`src/rtl/color_detector_pkg.sv`:
```
// Shared encodings for the colour detector: result codes, FSM states,
// RGB332 field positions and the saturating counter helper.
package color_detector_pkg;

   typedef enum logic [1:0] {
      RES_NONE = 2'b00,
      RES_RED  = 2'b01,
      RES_BLUE = 2'b10
   } result_e;

   typedef enum logic [1:0] {
      IDLE   = 2'd0,
      ACCUM  = 2'd1,
      DECIDE = 2'd2,
      REPORT = 2'd3
   } state_e;

   // RGB332 layout: R=[7:5], G=[4:2], B=[1:0]
   localparam int R_MSB = 7;
   localparam int R_LSB = 5;
   localparam int G_MSB = 4;
   localparam int G_LSB = 2;
   localparam int B_MSB = 1;
   localparam int B_LSB = 0;

   localparam int CNT_W = 15;
   localparam logic [CNT_W-1:0] CNT_MAX = '1;

   function automatic logic [CNT_W-1:0] sat_inc(input logic [CNT_W-1:0] v);
      return (v == CNT_MAX) ? v : v + CNT_W'(1);
   endfunction

endpackage

```
`src/rtl/color_detector_pixel_classifier.sv`:
```
// Purely combinational red/blue classification of one RGB332 pixel.
module pixel_classifier
   import color_detector_pkg::*;
(
   input  logic [7:0] pixel,
   output logic       is_red,
   output logic       is_blue
);

   logic [2:0] r;
   logic [2:0] g;
   logic [1:0] b;

   assign r = pixel[R_MSB:R_LSB];
   assign g = pixel[G_MSB:G_LSB];
   assign b = pixel[B_MSB:B_LSB];

   assign is_red  = (r >= 3'd4) && (g <= 3'd2) && (b <= 2'd1);
   assign is_blue = (b == 2'd3) && (r <= 3'd2) && (g <= 3'd3);

endmodule

```
`src/rtl/color_detector.sv`:
```
// Per-frame red/blue pixel counter with thresholded, debounced colour result.
module color_detector
   import color_detector_pkg::*;
#(
   parameter logic [CNT_W-1:0] THRESH   = 15'd2000,
   parameter int unsigned      CONFIRM  = 2,   // 1..7
   parameter int unsigned      H_ACTIVE = 176,
   parameter int unsigned      V_ACTIVE = 144
)(
   input  logic             CLK,
   input  logic             RST_N,
   input  logic [7:0]       PIXEL_COLOR,
   input  logic             W_EN,
   input  logic [9:0]       X,
   input  logic [9:0]       Y,
   input  logic             VSYNC,
   output logic [1:0]       RESULT,
   output logic             RESULT_VALID,
   output logic [CNT_W-1:0] RED_CNT,
   output logic [CNT_W-1:0] BLUE_CNT
);

   localparam logic [9:0] H_LIM = 10'(H_ACTIVE);
   localparam logic [9:0] V_LIM = 10'(V_ACTIVE);
   localparam logic [2:0] CONF  = 3'(CONFIRM);

   state_e           state, state_nx;
   logic             vsync_q;
   logic             blank_seen;
   logic [CNT_W-1:0] red_acc, blue_acc;
   logic [2:0]       run, run_nx;
   result_e          prev_cand, cand;
   logic             is_red, is_blue;
   logic             accept;
   logic             vsync_rise;

   pixel_classifier u_cls (
      .pixel   (PIXEL_COLOR),
      .is_red  (is_red),
      .is_blue (is_blue)
   );

   assign accept     = (state == ACCUM) && W_EN && !VSYNC && (X < H_LIM) && (Y < V_LIM);
   assign vsync_rise = VSYNC && !vsync_q;

   always_ff @(posedge CLK) begin
      if (!RST_N) state <= IDLE;
      else        state <= state_nx;
   end

   // Leaving IDLE needs a blanking interval seen since reset, so a frame
   // interrupted by reset is dropped instead of reported as a partial one.
   always_comb begin
      state_nx = state;
      case (state)
         IDLE:    if (!VSYNC && blank_seen) state_nx = ACCUM;
         ACCUM:   if (vsync_rise) state_nx = DECIDE;
         DECIDE:  state_nx = REPORT;
         REPORT:  state_nx = IDLE;
         default: state_nx = IDLE;
      endcase
   end

   always_comb begin
      cand = RES_NONE;
      if (red_acc >= THRESH && red_acc > blue_acc)
         cand = RES_RED;
      else if (blue_acc >= THRESH && blue_acc > red_acc)
         cand = RES_BLUE;
      run_nx = 3'd1;
      if (cand == prev_cand)
         run_nx = (run >= CONF) ? CONF : run + 3'd1;
   end

   // Decision state is registered at the end of DECIDE so that RESULT,
   // RESULT_VALID and the counts all become visible during REPORT.
   always_ff @(posedge CLK) begin
      if (!RST_N) begin
         vsync_q      <= 1'b1;
         blank_seen   <= 1'b0;
         red_acc      <= '0;
         blue_acc     <= '0;
         run          <= 3'd0;
         prev_cand    <= RES_NONE;
         RESULT       <= RES_NONE;
         RESULT_VALID <= 1'b0;
         RED_CNT      <= '0;
         BLUE_CNT     <= '0;
      end else begin
         vsync_q      <= VSYNC;
         RESULT_VALID <= (state == DECIDE);
         if (VSYNC) blank_seen <= 1'b1;
         if (state == DECIDE) begin
            RED_CNT   <= red_acc;
            BLUE_CNT  <= blue_acc;
            red_acc   <= '0;
            blue_acc  <= '0;
            prev_cand <= cand;
            run       <= run_nx;
            if (run_nx == CONF) RESULT <= cand;
         end else if (accept) begin
            if (is_red)  red_acc  <= sat_inc(red_acc);
            if (is_blue) blue_acc <= sat_inc(blue_acc);
         end
      end
   end

endmodule

```
`config.mk`:
```
export PLATFORM = sky130hd
export DESIGN_NAME = color_detector
export DESIGN_NICKNAME = d
export VERILOG_FILES = /design/src/rtl/color_detector_pkg.sv /design/src/rtl/color_detector_pixel_classifier.sv /design/src/rtl/color_detector.sv
export SDC_FILE = /design/constraint.sdc
export NUM_CORES = 1
export LEC_CHECK = 0
export BUFFER_PORTS_ARGS = -buffer_cell sky130_fd_sc_hd__clkbuf_2
export CORE_MARGIN = 2
export CORE_UTILIZATION = 62
export CTS_BUF_LIST = sky130_fd_sc_hd__clkbuf_8
export DETAILED_ROUTE_END_ITERATION = 10
export PLACE_DENSITY_LB_ADDON = 0.1
export SLEW_MARGIN = 20
export SYNTH_ARGS = -nofsm -noshare
export SYNTH_HDL_FRONTEND = slang
export SYNTH_SLANG_ARGS = --single-unit
```
`constraint.sdc`:
```
create_clock -name CLK -period 5.21 [get_ports CLK]
set_input_delay 0.7815 -clock CLK [delete_from_list [all_inputs] [get_ports CLK]]
set_output_delay 0.7815 -clock CLK [all_outputs]
set_load 0.03 [all_outputs]
```
-- Word-level counts from Yosys, hierarchy flattened
Index checks and enable logic that the tools add are counted.
- output and inout port bits: 33
- latch bits: 0
- memory bits (writable): 0
- input port bits: 32
- memories kept: 0
- word-level logic and storage cells: 66
- register bits after elaboration: 72
- memory bits (read-only): 0
- add/sub/neg operators: 3
- reduce and logical (&&, ||, !) cells: 20
- multiplexer cells: 7
- magnitude comparators: 12
- multipliers: 0
- eq/ne operators: 10
- div/mod/pow operators: 0
- bitwise logic cells: 3
- shift-type cells: 0
- operator list (cell ; count):
    15-bit by 1-bit adder with 15-bit output (second input constant) ; 2
    15-bit equality test (second input constant) ; 2
    15-bit by 11-bit >= comparator with 1-bit output (second input constant) ; 2
    15-bit greater-than comparator ; 2
    10-bit by 8-bit less-than comparator with 1-bit output (second input constant) ; 2
    1-bit logical AND ; 12
    3-bit by 2-bit <= comparator with 1-bit output (second input constant) ; 3
    2-bit two-way mux ; 4
    2-bit case mux with 4 select lines ; 1
    2-bit equality test (second input constant) ; 3
    3-bit two-way mux ; 2
    3-bit AND reduction ; 2
    2-bit != test (second input constant) ; 2
    2-bit AND reduction ; 2
    3-bit by 1-bit adder with 3-bit output (second input constant) ; 1
    3-bit by 2-bit equality test with 1-bit output (second input constant) ; 1
    3-bit by 2-bit >= comparator with 1-bit output (second input constant) ; 1
    3-bit >= comparator (second input constant) ; 1
    1-bit NOT ; 3
    2-bit by 1-bit equality test with 1-bit output (second input constant) ; 1
    2-bit equality test ; 1
    2-bit by 1-bit <= comparator with 1-bit output (second input constant) ; 1
    1-bit zero test ; 2
    2-bit zero test ; 1
    2-bit OR reduction ; 1

-- Logic depth before layout (Yosys ltp)
Gate-level depths: netlist (run 1).
- word-level depth: 8
- depth in mapped cells: 10
- gate-level depth less buffers: 9

-- Hierarchy
From an unflattened synthesis (run 1), not the netlist that was laid out.
- cell total of the unflattened synthesis: 381
- area, all modules: 3485.8 µm²
- modules (own cells, without submodules) (module ; instances ; sequential area each (µm²) ; cells each ; area each (µm²)):
    color_detector ; 1 ; 1441.4 ; 377 ; 3448.3
    pixel_classifier ; 1 ; 0.0 ; 4 ; 37.5

-- Least setup slack after synthesis (run 1)
OpenSTA, ideal clock, no wires.
- path type: input -> register
- from: input X[9]
- to: register red_acc[13]
- arrival: 2.517 ns
- buffers on the path: 1
- stages on the path: 7
- required time: 5.140 ns
- path slack: 2.622 ns
- library setup time: 0.070 ns
- path through: nor4_2 o2111ai_1 a311o_1 buf_6 or3_4 or3_1 a21oi_1
- word-level cells in the longest chain between the ends: 4
- ends and longest elaborated chain (item ; line ; source):
    start: declaration ; color_detector.sv:14 ; input logic [9:0] X,
    10-bit by 8-bit less-than comparator with 1-bit output ; color_detector.sv:43 ; assign accept = (state == ACCUM) && W_EN && !VSYNC && (X < H_LIM) && (Y < V_LIM);
    1-bit logical AND (2 in series) ; color_detector.sv:43 ;
    3-bit AND reduction (no line) ; n/a ;
    end signal: assignment ; color_detector.sv:102 ; if (is_red) red_acc <= sat_inc(red_acc);
    end: declaration ; color_detector.sv:30 ; logic [CNT_W-1:0] red_acc, blue_acc;
Every way passes these cells.
A chain may end at the register's enable or synchronous reset.

-- Final worst setup path (run 1)
- from: register state[1]
- to: register red_acc[13]
- word-level cells in the longest chain between the ends: 6
- elaborated cells between the ends (all ways): 8
- classes of those cells: 2 x eq/ne; 6 x reduce/logical
- ends and longest elaborated chain (item ; line ; source):
    start: declaration ; color_detector.sv:27 ; state_e state, state_nx;
    start signal: assignment ; color_detector.sv:48 ; else state <= state_nx;
    2-bit by 1-bit equality test with 1-bit output ; color_detector.sv:43 ;
    1-bit logical AND (4 in series) ; color_detector.sv:43 ;
    3-bit AND reduction (no line) ; n/a ;
Several ways; a longest one is shown, not always the timed one.

==> results of run 1 <==
[worst max path at each step]
| stage | endpoint | slack [ps] | cells past startpoint |
|---|---|---|---|
| 2_1_floorplan | red_acc[13] | 2620 | 7 |
| 3_3_place_gp | red_acc[13] | 2290 | 7 |
| 3_5_place_dp | red_acc[13] | 2210 | 7 |
| 4_1_cts | red_acc[13] | 2530 | 8 |
| 5_1_grt | run[0] | 2350 | 9 |
| 6_report | red_acc[13] | 2530 | 8 |
[logic make-up after synthesis]
group	Yosys count	share of synthesized area
compound gates	50	0.0885
flops	72	0.416
xor+xnor	23	0.0582
simple gates	140	0.205
mux	33	0.0954
fa+ha+maj	25	0.0904
buf+inv	40	0.0459
[flip-flops by register name, indices dropped and copies added, names as in the netlist, 2 cells and up]
register / flops
run: 3
red_acc: 15
state: 2
blue_acc: 15
RED_CNT: 15
BLUE_CNT: 15
prev_cand: 2
RESULT: 2
[worst max-delay path: stages (launching register included)]
cell	delay, ps
dfxtp_1	330
inv_1	100
ha_1	190
and4bb_1	210
o2111ai_1	280
a311o_1	560
or3_4	460
or3_1	320
a21oi_1	150
[synthesized netlist by cell type (2+ instances only)]
library cell / instances
a21oi_1: 21
or3_4: 2
mux2i_1: 33
o22ai_1: 2
xor2_1: 8
a31oi_1: 2
nor3_2: 3
or3_1: 6
clkbuf_1: 11
and4_1: 4
ha_1: 25
o21ai_0: 12
nor2_1: 64
nor4_1: 4
nand2b_1: 3
nand3_1: 10
xnor2_1: 15
and2_1: 2
inv_1: 26
nand2_1: 21
nand4_1: 5
nand3b_1: 2
nor4_2: 3
dfxtp_1: 72
nor3_1: 6
[area by class of cell]
cell class	count	share of cell area
tap	72	0.0225
timing repair buffer	57	0.0719
clock buffer	11	0.0378
inverter	27	0.0253
clock inverter	4	0.0172
multi-input combinational	271	0.465
sequential	72	0.360
[metrics by stage]
stage | total power [mW] | std cells | hold slack, ps | utilization
finish | 1.22 | 514 | 496 | 0.736
global route | 1.26 | 514 | 520 | 0.736
CTS | 1.22 | 514 | 502 | 0.736
detailed placement | 0.739 | 499 | 484 | 0.696
global placement | 0.736 | 499 | 453 | 0.696
floorplan | 0.704 | 383 | 438 | -
[routing by layer]
metal  vias up  part of all wire
li1       1430                 -
met1      1324              0.46
met4         0             0.017
met5         -                 0
met2        47              0.49
met3        12             0.037
[cells in the final DEF, fill, tap and decap left out, types with 2 or more instances in the layout]
master and instances:
mux2i_1 33, nand2_1 21, xnor2_1 15, inv_1 27, a31oi_1 2, or3_1 6
ha_1 24, o21ai_0 12, xor2_1 8, nand2b_1 3, dfxtp_1 72, bufinv_16 2
clkbuf_2 56, nor2_1 64, a21oi_1 21, nor4_1 4, clkbuf_8 11, and2_1 2
nor4_2 3, nor3_2 3, and4_1 4, nand3b_1 2, or3_4 2, nand4_1 5
o22ai_1 2, nor3_1 6, nand3_1 10
[power groups by stage]
stage	combinational, mW	sequential [mW]	clock (mW)
2_1_floorplan	0.123	0.582	0
4_1_cts	0.158	0.568	0.495
3_5_place_dp	0.158	0.581	0
3_3_place_gp	0.156	0.580	0
6_report	0.157	0.568	0.491
5_1_grt	0.173	0.569	0.519
==> results.py, run 1 <==
metrics = {
    "die": {
        "dieWidth_um": 78.7,
        "die_h_um": 78.7,
        "start_util": 0.637,
        "num_rows": 27,
        "die-area_um2": 6200,
        "ios": 65,
        "core_area_um2": 5440,
    },
    "global_route": {
        "grt.busiest_layer": "met2",
        "grt_use_met2": 0.408,
        "gr-total-overflow": 0,
        "antenna_found_initial": 0,
        "grt_max_degree": 38,
        "grt_pass1_wl_mm": 11.8,
        "met3_usage": 0.0602,
        "globalRouteTotalUtil": 0.244,
        "grt_pass1_vias": 2676,
        "grtUsageMet1": 0.296,
    },
    "route": {
        "routedWlPerCell_um": 13.6,
        "vias_per_cell": 5.47,
        "drcViolationCount": 0,
        "route.vias.total": 2813,
        "routed_wl_mm": 6.99,
        "drtAntennaViolNets": 0,
        "drt_iter0_drc": 150,
        "first_pass_iters": 4,
    },
    "placement": {
        "dp_slack_ps": 2210,
        "numPortBuffers": 56,
        "hpwlAfterDp_mm": 4.96,
        "place_area_um2": 3780,
        "gp_congestion": 0.779,
    },
    "setup_path": {
        "crit_arrival_ps": 2950,
        "worst-r2r-cell-count": 8,
        "critPathLaunch": "state[1]",
        "critPathLaunchType": "register",
        "timing.rr.start": "state[1]",
        "r2r-end": "red_acc[13]",
        "critPathKind": "reg -> reg",
        "worst-path-max-fanout": 9,
        "worstPathRequired_ps": 5490,
        "end_kind": "register",
        "ff2ff_setup_slack_ps": 2530,
    },
    "clocking": {
        "clk_latency_ps": 350,
        "cts_resized": 0,
        "clockRootBuffer": "clkbuf_8",
        "tritoncts": "yes",
        "cts.htree.levels": 3,
        "cts-buffers-inserted": 9,
        "clockBufferDepth": 2,
        "clock_sinks": 72,
        "postCtsHoldBufs": 0,
        "cts_setup_buffers": 0,
        "clk_pin_slew_ps": 70,
    },
    "sta": {
        "hold_viol": 0,
        "fin_crit_sh": 0.514,
        "fin_crit_ps": 2680,
        "layout_setup_ws_ps": 2530,
        "clock.fmax_mhz": 373,
        "max_slew_margin": 0.293,
        "slew_violations": 0,
        "fin_setup_tns_ps": 0,
        "clock_skew_ps": 5.62,
        "worst_pin_slew_ps": 1060,
        "rsz0062_at_grt": "no",
        "setup_violations": 0,
    },
    "worst_hold_path": {
        "hp-class": "reg -> reg",
        "hold_start": "RED_CNT[0]",
        "min_path_cells": 2,
        "hold_end": "RED_CNT[0]",
    },
    "synthesis": {
        "yosysWarnings": 0,
        "syn_inst": 383,
        "synth_top_area_share": 0.416,
        "synthArstFlopShare": 0,
        "synth_area_um2": 3460,
        "synth_ff_type": "dfxtp_1",
        "postSynthRegisterBits": 72,
        "yosysUniqueCellTypes": 46,
        "yosysTopAreaCell": "dfxtp_1",
        "synth_edf_count": 0,
        "syn-num-nets": 440,
        "synth_area_per_cell_um2": 9.04,
        "synthTopCellsByArea": "dfxtp_1 (42%), mux2i_1 (9.5%), ha_1 (9.0%)",
        "ys_seq_area_frac": 0.416,
    },
    "final_layout": {
        "multiInputGateArea_um2": 1860,
        "layout.nets": 495,
        "design_area_um2": 4010,
        "fill_cells": 439,
        "syn2layout_area_growth_pct": 15.7,
        "diodes": 0,
        "drive_gt1_frac": 0.190,
        "regArea_um2": 1440,
    },
    "power_and_ir_drop": {
        "swShare": 0.245,
        "pwr-share-seq": 0.467,
        "p_leak_nw": 1.57,
        "power.internal_mw": 0.917,
        "power_frac_comb": 0.129,
        "powerDensity_nw_per_um2": 303,
        "switching_power_mw": 0.298,
        "p_clk_frac": 0.404,
        "ir_drop_v": 0.000195,
    },
    "run": {
        "max_cap_viol_count": 0,
    },
    "outcome": {
        "status": "complete, no violations",
    },
}
No activity file was read; power rests on OpenSTA's default activity.
==> run 2, diff against run 1 <==
--- a/config.mk
+++ b/config.mk
@@ -7,7 +7,7 @@
 export LEC_CHECK = 0
 export BUFFER_PORTS_ARGS = -buffer_cell sky130_fd_sc_hd__clkbuf_2
 export CORE_MARGIN = 2
-export CORE_UTILIZATION = 62
+export CORE_UTILIZATION = 52
 export CTS_BUF_LIST = sky130_fd_sc_hd__clkbuf_8
 export DETAILED_ROUTE_END_ITERATION = 10
 export PLACE_DENSITY_LB_ADDON = 0.1
==> constraint.sdc (replaced) <==
create_clock -name CLK -period 2.26 [get_ports CLK]
set_input_delay 0.339 -clock CLK [delete_from_list [all_inputs] [get_ports CLK]]
set_output_delay 0.339 -clock CLK [all_outputs]
set_load 0.03 [all_outputs]
==> run 2 against run 1 <==
  * Clock power up 130%
  * Combinational power rose to 2.9 times the previous value
  * The run now ends with setup timing left
  * Flip-flop and latch count unchanged
  * Largest cell class unchanged
==> results.py, run 2 (same netlist as run 1, synthesis figures left out) <==
metrics = {
    "sta": {
        "max_slew_margin": 0.735,
        "fin_setup_tns_ps": -29.2,
        "fin_crit_sh": 1.01,
        "layout_setup_ws_ps": -21.9,
        "clock_skew_ps": 8.45,
        "setup_violations": 2,
        "rsz0062_at_grt": "yes",
        "hold_viol": 0,
        "fin_crit_ps": 2280,
        "worst_pin_slew_ps": 394,
        "slew_violations": 0,
        "clock.fmax_mhz": 438,
    },
    "setup_path": {
        "critPathKind": "reg -> reg",
        "ff2ff_setup_slack_ps": -20,
        "end_kind": "register",
        "cp_top_family": "simple AND/OR/NAND/NOR gates",
        "cp_num_buf_inv": 1,
        "critPathLaunch": "state[1]",
        "timing.rr.start": "state[1]",
        "crit_arrival_ps": 2570,
        "critPathLaunchType": "register",
        "critical-path-max-stage-delay_ps": 400,
        "crit_top_cell": "or3_4",
        "worst-path-max-fanout": 4,
        "slowest_stage": "or3_4",
        "crit_chain": "inv_2 > ha_4 > and4bb_1 > o2111ai_4 > a311o_1 > or3_4 > or3_4 > a21oi_2",
        "worstPathRequired_ps": 2550,
    },
    "placement": {
        "gp_congestion": 0.814,
        "hpwlAfterDp_mm": 5.82,
        "numPortBuffers": 56,
    },
    "clocking": {
        "tritoncts": "yes",
        "clk_latency_ps": 350,
        "postCtsHoldBufs": 0,
        "cts.htree.levels": 3,
        "clk_pin_slew_ps": 80,
        "cts-buffers-inserted": 9,
        "clock_sinks": 72,
        "clockRootBuffer": "clkbuf_8",
        "clockBufferDepth": 2,
    },
    "route": {
        "route.vias.total": 3021,
        "drt_iter0_drc": 115,
        "drtAntennaViolNets": 0,
        "routed_wl_mm": 8.22,
        "routedWlPerCell_um": 14.2,
        "vias_per_cell": 5.24,
        "drcViolationCount": 0,
        "first_pass_iters": 4,
    },
    "final_layout": {
        "drive_gt1_frac": 0.322,
        "utilization": 0.718,
        "diodes": 0,
        "layout.nets": 552,
        "syn2layout_area_growth_pct": 32.5,
        "layout_common_cells": "dfxtp_1 (70), nor2_1 (64), buf_4 (58)",
        "mostFrequentLayoutCell": "dfxtp_1",
        "fill_cells": 523,
    },
    "die": {
        "num_rows": 29,
        "die-area_um2": 7330,
        "core_area_um2": 6390,
        "ios": 65,
        "start_util": 0.542,
        "die_h_um": 85.6,
        "dieWidth_um": 85.6,
    },
    "power_and_ir_drop": {
        "ir_drop_v": 0.000421,
        "p_leak_nw": 1.95,
        "finalPower_mw": 2.90,
        "powerDensity_nw_per_um2": 633,
    },
    "run": {
        "max_cap_viol_count": 0,
    },
    "outcome": {
        "violations": "setup timing",
        "status": "finished, violations left",
    },
    "worst_hold_path": {
        "hp-class": "in -> reg",
        "hold_start": "RST_N",
    },
    "global_route": {
        "globalRouteTotalUtil": 0.240,
        "grt_pass1_wl_mm": 13.8,
        "grt_max_degree": 37,
        "antenna_found_initial": 0,
        "gr-total-overflow": 0,
        "grt_pass1_vias": 2981,
    },
}
run 2: cell count changes in the layout (fill, tap and decap cells not counted), sizes merged:
cell	before	now
buf	1	58
clkbuf	67	66
inv	27	29
run 2: cell type report:
class                   count  area (µm²)  area share
inverters                  27         101      0.0221
flip-flops and latches     72        1440       0.315
clock buffers              10         138      0.0300
clock inverters             6        76.3      0.0166
well taps                  77        96.3      0.0210
repair buffers            114         716       0.156
multi-input cells         271        2020       0.439
run 2: final timing paths:
kind	end	cells after the start
worst min-delay path	vsync_q	2
worst max register to register	red_acc[13]	8
worst min register to register	BLUE_CNT[13]	2
worst max-delay path	red_acc[13]	8
run 2: layer usage:
metal | part of all wire | track usage | vias up
met1 | 0.46 | 0.297 | 1401
met4 | 0.021 | 0.0996 | 0
met2 | 0.49 | 0.408 | 46
met5 | 0 | 0 | -
met3 | 0.033 | 0.0491 | 15
li1 | - | - | 1559
run 2: power breakdown:
group          internal (mW)  switching (mW)  total [mW]
Sequential              1.30          0.0216        1.32
Clock                  0.639           0.488        1.13
Combinational          0.213           0.248       0.460
Total                   2.15           0.757        2.90
run 2: through the flow:
stage	cell area, µm²	std cells	setup slack (ps)	hold WS (ps)
floorplan	3470	383	25.5	412
global placement	4160	552	-88.9	462
detailed placement	4160	552	-146	480
CTS	4510	576	-80.2	238
global route	4590	577	-88.5	266
finish	4590	577	-21.9	245
run 2: what timing repair did:
action / 4_1_cts / 5_1_grt
buffers inserted: 8 / 1
resized for setup: 14 / 15
setup endpoints to repair: 11 / 17
pin swaps: 8 / 8
==> run 3, diff against run 2 <==
--- a/config.mk
+++ b/config.mk
@@ -11,6 +11,7 @@
 export CTS_BUF_LIST = sky130_fd_sc_hd__clkbuf_8
 export DETAILED_ROUTE_END_ITERATION = 10
 export PLACE_DENSITY_LB_ADDON = 0.1
+export SKIP_CTS_REPAIR_TIMING = 1
 export SLEW_MARGIN = 20
 export SYNTH_ARGS = -nofsm -noshare
 export SYNTH_HDL_FRONTEND = slang
==> run 3 against run 2 <==
  * Sequential power hardly changed
  * Cell count is 1.2% lower
  * Setup slack worse by 49 ps
  * Maximum frequency is 2.1% lower
  * Clock skew is 1.1 ps higher
  * Non-clock buffer count is 7 lower
  * Worst hold slack worse by 5.0 ps
  * Global-route usage is 0.88 points lower
  * Critical endpoint unchanged
  * The flow still finishes with violations (setup timing)
  * Critical path depth stayed put
  * Wire length is 2.5% lower
==> results.py, run 3 (same netlist as run 1, synthesis figures left out) <==
metrics = {
    "final_layout": {
        "drive_gt1_frac": 0.308,
        "syn2layout_area_growth_pct": 30.2,
        "layout.nets": 545,
        "mostFrequentLayoutCell": "dfxtp_1",
        "design_area_um2": 4510,
        "diodes": 0,
        "fill_cells": 528,
        "layout_common_cells": "dfxtp_1 (69), nor2_1 (64), clkbuf_2 (56)",
    },
    "setup_path": {
        "worstPathRequired_ps": 2550,
        "worst-path-max-fanout": 5,
        "ff2ff_setup_slack_ps": -70,
        "end_kind": "register",
        "crit_arrival_ps": 2620,
        "critPathKind": "reg -> reg",
        "critPathLaunchType": "register",
    },
    "power_and_ir_drop": {
        "p_leak_nw": 1.87,
        "ir_drop_v": 0.000429,
        "powerDensity_nw_per_um2": 639,
    },
    "clocking": {
        "clock_sinks": 72,
        "tritoncts": "yes",
        "clk_latency_ps": 360,
        "clockRootBuffer": "clkbuf_8",
        "clockBufferDepth": 2,
        "cts.htree.levels": 3,
        "clk_pin_slew_ps": 80,
        "cts-buffers-inserted": 9,
    },
    "placement": {
        "dp_slack_ps": -146,
        "gp_congestion": 0.814,
        "numPortBuffers": 56,
        "place_area_um2": 4160,
        "hpwlAfterDp_mm": 5.82,
    },
    "run": {
        "max_cap_viol_count": 0,
    },
    "die": {
        "start_util": 0.542,
        "ios": 65,
        "num_rows": 29,
        "core_area_um2": 6390,
        "dieWidth_um": 85.6,
        "die_h_um": 85.6,
        "die-area_um2": 7330,
    },
    "route": {
        "drt_iter0_drc": 128,
        "routedWlPerCell_um": 14.1,
        "first_pass_iters": 4,
        "route.vias.total": 2998,
        "drtAntennaViolNets": 0,
        "routed_wl_mm": 8.01,
        "vias_per_cell": 5.26,
        "drcViolationCount": 0,
    },
    "sta": {
        "holdWs_ps": 240,
        "clock_skew_ps": 9.55,
        "fin_crit_sh": 1.03,
        "rsz0062_at_grt": "yes",
        "fin_crit_ps": 2330,
        "clock.fmax_mhz": 429,
        "max_slew_margin": 0.731,
        "slew_violations": 0,
        "setup_violations": 3,
        "hold_viol": 0,
        "fin_setup_tns_ps": -106,
        "layout_setup_ws_ps": -71.3,
        "worst_pin_slew_ps": 400,
    },
    "global_route": {
        "grt_max_degree": 37,
        "grt_pass1_vias": 2878,
        "grt_pass1_wl_mm": 13.4,
        "gr-total-overflow": 0,
        "antenna_found_initial": 0,
        "globalRouteTotalUtil": 0.232,
    },
    "outcome": {
        "violations": "setup timing",
        "status": "finished, violations left",
    },
    "worst_hold_path": {
        "hp-class": "in -> reg",
    },
}
==> run 3: worst paths after layout <==
kind	start	to	depth (start not counted)
max reg2reg	state[1]	red_acc[13]	8
min reg2reg	BLUE_CNT[14]	BLUE_CNT[14]	2
min	RST_N	vsync_q	2
max	state[1]	red_acc[13]	8
==> run 3: layout make-up <==
class                      instances  area, µm²  area share
multi-input combinational        271       1990       0.441
sequential                        72       1450       0.321
timing repair buffer             107        663       0.147
clock buffer                      10        138      0.0305
inverter                          27        101      0.0225
tap                               77       96.3      0.0214
clock inverter                     6       76.3      0.0169
==> run 3: layer usage <==
layer  track usage  vias to the layer above  part of all wire
li1              -                     1534                 -
met2         0.393                       50              0.49
met1         0.290                     1402              0.46
met3        0.0462                       12             0.034
met5             0                        -                 0
met4        0.0895                        0             0.014
==> run 3: power by group <==
| group | internal (mW) | switching, mW | leakage, nW |
|---|---|---|---|
| combinational | 0.195 | 0.244 | 1.17 |
| clock | 0.639 | 0.486 | 0.120 |
| sequential | 1.30 | 0.0215 | 0.582 |
==> run 3: through the flow <==
step / power, mW / cells / utilization
2_1_floorplan: 1.62 / 383 / -
3_3_place_gp: 1.74 / 552 / 0.651
3_5_place_dp: 1.75 / 552 / 0.651
4_1_cts: 2.87 / 568 / 0.685
5_1_grt: 3.00 / 570 / 0.706
6_report: 2.88 / 570 / 0.706
==> run 3: critical path: stages (launching register included) <==
cell	delay [ps]
dfxtp_2	330
inv_2	70
ha_4	120
and4bb_1	230
o2111ai_4	180
a311o_1	410
or3_4	440
or3_4	340
a21oi_2	130
